## src/rtl/clut_pkg.sv

```systemverilog
//------------------------------------------------------------------------------
// Module  : clut_pkg
// Brief   : Shared CLUT types, default geometry and bytes-per-colour helper.
// Revision: 1.0
//------------------------------------------------------------------------------
`default_nettype none

package clut_pkg;

  localparam int CLUT_COLRW = 12;
  localparam int CLUT_CIDXW = 4;
  localparam int CLUT_BYTEW = 8;

  typedef enum logic [1:0] {
    IDLE  = 2'd0,
    LOAD  = 2'd1,
    WRITE = 2'd2,
    DONE  = 2'd3
  } clut_ld_state_t;

  function automatic int clut_bpc(input int colrw, input int bytew);
    return (colrw + bytew - 1) / bytew;
  endfunction

endpackage

`default_nettype wire

```

## src/rtl/clut_loader.sv

```systemverilog
//------------------------------------------------------------------------------
// Module  : clut_loader
// Brief   : Assembles big-endian colour words from a byte stream and writes
//           them to consecutive CLUT indices.
// Revision: 1.0
//------------------------------------------------------------------------------
`default_nettype none

module clut_loader
  import clut_pkg::*;
#(
  parameter int COLRW = CLUT_COLRW,
  parameter int CIDXW = CLUT_CIDXW,
  parameter int BYTEW = CLUT_BYTEW
) (
  input  logic             clk,
  input  logic             rst_n,
  input  logic             start,
  input  logic             abort,
  input  logic [CIDXW-1:0] start_idx,
  input  logic [CIDXW:0]   count,
  input  logic [BYTEW-1:0] in_data,
  input  logic             in_valid,
  output logic             in_ready,
  output logic             we,
  output logic [CIDXW-1:0] cidx_write,
  output logic [COLRW-1:0] colr_in,
  output logic             busy,
  output logic             done
);

  localparam int C_BPC   = clut_bpc(COLRW, BYTEW);
  localparam int C_WORDW = C_BPC * BYTEW;
  localparam int C_BCW   = $clog2(C_BPC + 1);
  localparam int C_CNTW  = CIDXW + 1;

  localparam logic [C_CNTW-1:0] C_DEPTH = C_CNTW'(2 ** CIDXW);
  localparam logic [C_CNTW-1:0] C_ONE   = C_CNTW'(1);
  localparam logic [C_BCW-1:0]  C_LAST  = C_BCW'(C_BPC - 1);

  clut_ld_state_t     r_state;
  clut_ld_state_t     w_state_nx;
  logic [CIDXW-1:0]   r_idx;
  logic [C_CNTW-1:0]  r_rem;
  logic [C_BCW-1:0]   r_bcnt;
  logic [C_WORDW-1:0] r_shift;
  logic               r_we;
  logic               r_done;
  logic               r_busy;
  logic               r_in_ready;
  logic [CIDXW-1:0]   r_cidx;
  logic [COLRW-1:0]   r_colr;

  logic               w_xfer;
  logic               w_last_byte;
  logic [C_WORDW-1:0] w_word;
  logic [C_CNTW-1:0]  w_count_cl;
  logic               w_we_nx;
  logic               w_done_nx;
  logic               w_busy_nx;
  logic               w_ready_nx;

  assign w_xfer      = in_valid && r_in_ready;
  assign w_last_byte = w_xfer && (r_bcnt == C_LAST);
  // Shifting the whole word left lets old bytes fall off the top for any BPC.
  assign w_word      = (r_shift << BYTEW) | C_WORDW'(in_data);
  assign w_count_cl  = (count > C_DEPTH) ? C_DEPTH : count;

  always_ff @(posedge clk or negedge rst_n) begin
    if (!rst_n) begin
      r_state <= IDLE;
    end else begin
      r_state <= w_state_nx;
    end
  end

  always_comb begin
    w_state_nx = r_state;
    case (r_state)
      IDLE: begin
        if (start && !abort) begin
          w_state_nx = (w_count_cl == '0) ? DONE : LOAD;
        end
      end
      LOAD: begin
        if (abort) begin
          w_state_nx = IDLE;
        end else if (w_last_byte) begin
          w_state_nx = WRITE;
        end
      end
      WRITE: begin
        if (abort) begin
          w_state_nx = IDLE;
        end else begin
          w_state_nx = (r_rem == C_ONE) ? DONE : LOAD;
        end
      end
      default: w_state_nx = IDLE;
    endcase
  end

  // Output values are decoded from the next state so they land in flops.
  always_comb begin
    w_we_nx    = 1'b0;
    w_done_nx  = 1'b0;
    w_busy_nx  = 1'b0;
    w_ready_nx = 1'b0;
    case (w_state_nx)
      LOAD:    begin w_busy_nx = 1'b1; w_ready_nx = 1'b1; end
      WRITE:   begin w_busy_nx = 1'b1; w_we_nx    = 1'b1; end
      DONE:    begin w_busy_nx = 1'b1; w_done_nx  = 1'b1; end
      default: ;
    endcase
  end

  always_ff @(posedge clk or negedge rst_n) begin
    if (!rst_n) begin
      r_idx      <= '0;
      r_rem      <= '0;
      r_bcnt     <= '0;
      r_shift    <= '0;
      r_we       <= 1'b0;
      r_done     <= 1'b0;
      r_busy     <= 1'b0;
      r_in_ready <= 1'b0;
      r_cidx     <= '0;
      r_colr     <= '0;
    end else begin
      r_we       <= w_we_nx;
      r_done     <= w_done_nx;
      r_busy     <= w_busy_nx;
      r_in_ready <= w_ready_nx;
      case (r_state)
        IDLE: begin
          if (start && !abort) begin
            r_idx   <= start_idx;
            r_rem   <= w_count_cl;
            r_bcnt  <= '0;
            r_shift <= '0;
          end
        end
        LOAD: begin
          if (w_xfer && !abort) begin
            r_shift <= w_word;
            r_bcnt  <= r_bcnt + C_BCW'(1);
            if (w_last_byte) begin
              r_cidx <= r_idx;
              r_colr <= w_word[COLRW-1:0];
            end
          end
        end
        WRITE: begin
          r_idx  <= r_idx + CIDXW'(1);
          r_rem  <= r_rem - C_ONE;
          r_bcnt <= '0;
        end
        default: ;
      endcase
    end
  end

  assign in_ready   = r_in_ready;
  assign we         = r_we;
  assign cidx_write = r_cidx;
  assign colr_in    = r_colr;
  assign busy       = r_busy;
  assign done       = r_done;

endmodule

`default_nettype wire

```

## config.mk

```make
export PLATFORM = sky130hd
export DESIGN_NAME = clut_loader
export DESIGN_NICKNAME = d
export VERILOG_FILES = /design/src/rtl/clut_pkg.sv /design/src/rtl/clut_loader.sv
export SDC_FILE = /design/constraint.sdc
export NUM_CORES = 1
export LEC_CHECK = 0
export BUFFER_PORTS_ARGS = -buffer_cell sky130_fd_sc_hd__buf_2
export CELL_PAD_IN_SITES_DETAIL_PLACEMENT = 0
export CELL_PAD_IN_SITES_GLOBAL_PLACEMENT = 2
export CORE_MARGIN = 2
export CORE_UTILIZATION = 30
export CTS_CLUSTER_SIZE = 30
export DETAILED_ROUTE_END_ITERATION = 8
export PLACE_DENSITY_LB_ADDON = 0.1
export SYNTH_ARGS = -nofsm -noshare
export SYNTH_HDL_FRONTEND = slang
export SYNTH_SLANG_ARGS = --single-unit
```

## constraint.sdc

```tcl
create_clock -name clk -period 1.8 [get_ports clk]
set_clock_uncertainty 0.15 [all_clocks]
set_input_delay 0.27 -clock clk [delete_from_list [all_inputs] [get_ports clk]]
set_output_delay 0.27 -clock clk [all_outputs]
set_load 0.1 [all_outputs]
```

* Word level (Yosys, flattened, before mapping)
Cells that the tools add are included.
** Storage, ports and cells
- Bits in registers :: 37
- Bits of input ports :: 22
- Output and inout port bits :: 20
- Logic and storage cells :: 62
** Operators by class
- Add/sub/neg operators :: 3
- Magnitude comparators :: 1
- Equality and inequality tests :: 9
- Multiplexer cells :: 22
- Bitwise operators :: 1
- Reduce and logical (&&, ||, !) cells :: 15
** Operator list (count)
- $mux W2 :: 8
- $pmux W4 S2 :: 2
- $mux W4 :: 3
- $or A12 B8 Y12 :: 1
- $pmux W2 S3 :: 2
- $mux W5 :: 2
- $pmux W5 S2 :: 1
- $reduce_and A3 Y1 :: 3
- $eq A2 B1 Y1 const B :: 3
- $eq A2 B2 Y1 const B :: 3
- $eq A5 B1 Y1 const B :: 1
- $gt A5 B5 Y1 const B :: 1
- $logic_not A5 Y1 :: 1
- $sub A5 B1 Y5 const B :: 1
- $add A4 B1 Y4 const B :: 1
- $logic_and A1 B1 Y1 :: 4
- $mux W1 :: 4
- $ne A2 B2 Y1 const B :: 2
- $reduce_bool A2 Y1 :: 2
- $reduce_bool A3 Y1 :: 1
- $reduce_or A3 Y1 :: 1
- $add A2 B1 Y2 const B :: 1
- $logic_not A2 Y1 :: 1
- $reduce_and A2 Y1 :: 1
- $logic_not A1 Y1 :: 1

* Logic depth before layout (Yosys ltp)
- Depth in word-level cells :: 9
- Gate-level depth with buffers :: 8
- Gate-level depth less buffers :: 6

* Worst setup path after synthesis
No wires, ideal clock.
- Path kind :: flip-flop to flip-flop
- Start :: register r_in_ready (netlist: in_ready)
- End :: register r_colr[1] (netlist: colr_in[1])
- Library setup time :: 0.125 ns
- Data arrival time :: 2.090 ns
- Data required time :: 1.525 ns
- Path slack :: -0.566 ns
- Cell stages (with the launch flop) :: 6
- Buffers on the path :: 2
- Clock period less this slack :: 2.366 ns
- Path through :: dfrtp_1 > nand2_1 > or4_4 > buf_6 > buf_6 > mux2_4
** Between the ends
- Word-level cells in the longest chain between the ends :: 3
- Elaborated cells on any way between the ends :: 4
** Ends and longest elaborated chain
- start: declaration :: RTL line clut_loader.sv:50 : logic r_in_ready;
- start signal: assignment :: RTL line clut_loader.sv:133 : r_in_ready <= w_ready_nx;
- $logic_and A1 B1 Y1 * :: RTL line clut_loader.sv:63 : assign w_xfer = in_valid && r_in_ready;
- $logic_and A1 B1 Y1 (on tied branches) :: RTL line clut_loader.sv:64, clut_loader.sv:144
- $reduce_and A3 Y1 (no line) *
- end signal: assignment :: RTL line clut_loader.sv:149 : r_colr <= w_word[COLRW-1:0];
- end: declaration :: RTL line clut_loader.sv:52 : logic [COLRW-1:0] r_colr;
Mark *: on every way between the ends. The rest lies on a longest branch, timed or not.
A chain may end at the register's enable or synchronous reset.

* Worst setup path after layout
- Start :: register r_bcnt[1]
- End :: register r_cidx[3] (netlist: cidx_write[3])
** Between the ends
- Word-level cells in the longest chain between the ends :: 3
** Ends and longest elaborated chain
- start: declaration :: RTL line clut_loader.sv:45 : logic [C_BCW-1:0] r_bcnt;
- start signal: assignment :: RTL line clut_loader.sv:146 : r_bcnt <= r_bcnt + C_BCW'(1);
- $eq A2 B1 Y1 :: RTL line clut_loader.sv:64 : assign w_last_byte = w_xfer && (r_bcnt == C_LAST);
- $logic_and A1 B1 Y1 :: RTL line clut_loader.sv:64
- $reduce_and A3 Y1 (no line)
- end signal: assignment :: RTL line clut_loader.sv:148 : r_cidx <= r_idx;
- end: declaration :: RTL line clut_loader.sv:51 : logic [CIDXW-1:0] r_cidx;
No other way between the ends.

==> reports/qor.yml <==
syn_to_final_growth_pct: 31.6
power_frac_clock: 0.383
rrSetupSlack_ns: -0.001
ff_latch_area_um2: 930
grt_pass1_vias: 1287
vias_per_cell: 4.81
crit_path_top_delay_cell: "or4_4"
syn_nets: 166
cts_buffers: 5
critical_path.top_delay_family: "simple AND/OR/NAND/NOR gates"
tritoncts: "yes"
synthArstFlopShare: 1.00
gpl.final_weighted_congestion: 0.808
mostFrequentLayoutCell: "buf_2"
p_leak_nw: 1.16
setup_tns_ns: -0.00273
htree_levels: 2
dieArea_um2: 6110
hold_viol_final: 0
grt_antenna_before_repair: 0
rows: 26
rsz0062_at_grt: "true"
grtUsageTotal: 0.139
slew_headroom: 0.601
multi_input_area_um2: 691
netSwitchingPower_w: 0.000647
crit_fanout: 9
io_buffers: 41
tightest_slew_ns: 0.598
arrival_ns: 1.83
grt_max_degree: 27
clk_latency_ns: 0.29
clockRootBuffer: "clkbuf_8"
crit_path_end_kind: "flop"
drive_above_1_share: 0.429
switching_share: 0.291
synthCells: 140
setup_viol: 4
start_kind: "flop"
first_iter_violations: 72
p_comb_frac: 0.186
p_int_w: 0.00158
hp-class: "in -> reg"
drc_errors: 0
criticalPathCategory: "reg -> reg"
nFillCells: 541
routed_wl_um: 3990
die_w_um: 78.1
fin_ws_ns: -0.00119
vias: 1288
path_buf_inv: 2
ys_types: 32
power_frac_seq: 0.430
critPathMostFrequentCell: "inv_2"
synthFlopType: "dfrtp_1"
fin_crit_ns: 1.80
ir_worst_vdd_mv: 0.477
required_ns: 1.82
dr.pass1.iters: 4
synth_edf_count: 0
clk_pin_slew_worst_paths_ns: 0.07
coreArea_um2: 5200
synth-seq-area-share: 0.561
ys_warn_count: 0
outcome: "finished, violations left"
powerDensity_nw_per_um2: 1030
syn_area_um2: 1650
worstPathCellList: "inv_2 > ha_4 > inv_2 > or4_4 > mux2_2"
wl_per_cell_um: 14.9
drv_slew: 0
antenna_left: 0
fin_area_um2: 2170
min_period_over_period: 1.00
finalHoldWorstSlack_ns: 0.0393
start_util: 0.317
final_cell_mix: "buf_2, dfrtp_1, nand2_1"
fmax_mhz: 555
io_pins: 42
dp_hpwl_um: 2700
die_h_um: 78.1
antenna_cells: 0
grt_overflow: 0
violations: "setup timing"
synth_seq_cells: 37
nNetsFinal: 223
cpPeakStageDelay_ns: 0.61
cts_buffer_depth: 2
syn_area_per_cell_um2: 11.8
grt_pass1_wl_um: 6510
placed_area_um2: 1990
max-cap-violations: 0
clock-sinks: 37
## registers in the layout, indices dropped and copies added (netlist names)
name	flops
busy	1
cidx_write	4
colr_in	12
done	1
in_ready	1
r_bcnt	2
r_idx	4
r_rem	5
r_shift	4
r_state	2
we	1
## final cells by class
class,count,area share
tap,70,0.0404
sequential,37,0.428
multi-input combinational,91,0.318
clock inverter,3,0.0300
inverter,10,0.0173
clock buffer,5,0.0317
timing repair buffer,52,0.134
## synth_stat cells (3+ instances only)
cell type  count  share of area
dfrtp_1       37           0.56
nand2_1       17          0.039
nand3_1       12          0.036
inv_1         10          0.023
mux2_2         8          0.055
mux2_4         7          0.064
o21ai_0        5          0.015
a21oi_1        4          0.012
ha_1           4          0.030
nor2_1         4         0.0091
nor3_1         4          0.012
buf_6          3          0.020
nand2b_1       3          0.011
## logic make-up (layout without fill, tap and decap cells)
group / count (synthesis) / count (layout) / synth area share
and+or+nand+nor: 49 / 51 / 0.157
DFF: 37 / 37 / 0.561
AOI/OAI and AO/OA: 20 / 20 / 0.0819
muxes: 15 / 15 / 0.118
buffers and inverters: 14 / 70 / 0.0455
adders and majority gates: 4 / 4 / 0.0304
xor gates and xnor gates: 1 / 1 / 0.00531
## power by group through the flow
| stage | logic (W) | clock network [W] | registers [W] |
|---|---|---|---|
| 3_3_place_gp | 0.000401 | 0 | 0.000970 |
| 4_1_cts | 0.000419 | 0.000877 | 0.000956 |
| 6_report | 0.000415 | 0.000853 | 0.000957 |
| 3_5_place_dp | 0.000409 | 0 | 0.000971 |
| 5_1_grt | 0.000449 | 0.000915 | 0.000968 |
| 2_1_floorplan | 0.000130 | 0 | 0.00112 |
## through the flow
stage	power, W	util	instances	worst slack (ns)
final	0.00222	0.417	268	-0.00119
after global routing	0.00233	0.417	268	-0.0714
after CTS	0.00225	0.414	268	-0.0139
after detailed placement	0.00138	0.381	257	-0.132
after global placement	0.00137	0.381	257	-0.0926
after floorplan	0.00125	-	140	-0.151
## repair_timing
action | 4_1_cts | 5_1_grt
endpoints found under the setup margin | 18 | 18
gates cloned | 2 | 0
pin swaps | 1 | 3
hold endpoints to repair | 24 | 0
hold buffers | 1 | 0
resized for setup | 4 | 3
buffers inserted | 0 | 0
## routing by layer
metal | routed length [um] | vias to the layer above | part of all wire | GRT usage
met1 | 1940 | 621 | 0.48 | 0.192
met2 | 1770 | 46 | 0.44 | 0.209
met3 | 232 | 6 | 0.058 | 0.0402
li1 | - | 615 | - | -
met4 | 54 | 0 | 0.014 | 0.0474
met5 | 0 | - | 0 | 0
## path summary, 6_finish.rpt
check | start | to | cells past startpoint
max in group asynchronous | rst_n | r_shift[0] | 3
min in group asynchronous | rst_n | colr_in[7] | 2
max | r_bcnt[1] | cidx_write[3] | 5
max reg2reg | r_bcnt[1] | cidx_write[3] | 5
min reg2reg | r_shift[0] | r_shift[0] | 2
min | in_data[0] | r_shift[0] | 3
## worst min-delay path: cells and delay by family
| family | cells | cell delay (ns) |
|---|---|---|
| buf+inv | 1 | 0.09 |
| simple gates | 2 | 0.08 |
No activity file was read; power rests on OpenSTA's default activity.
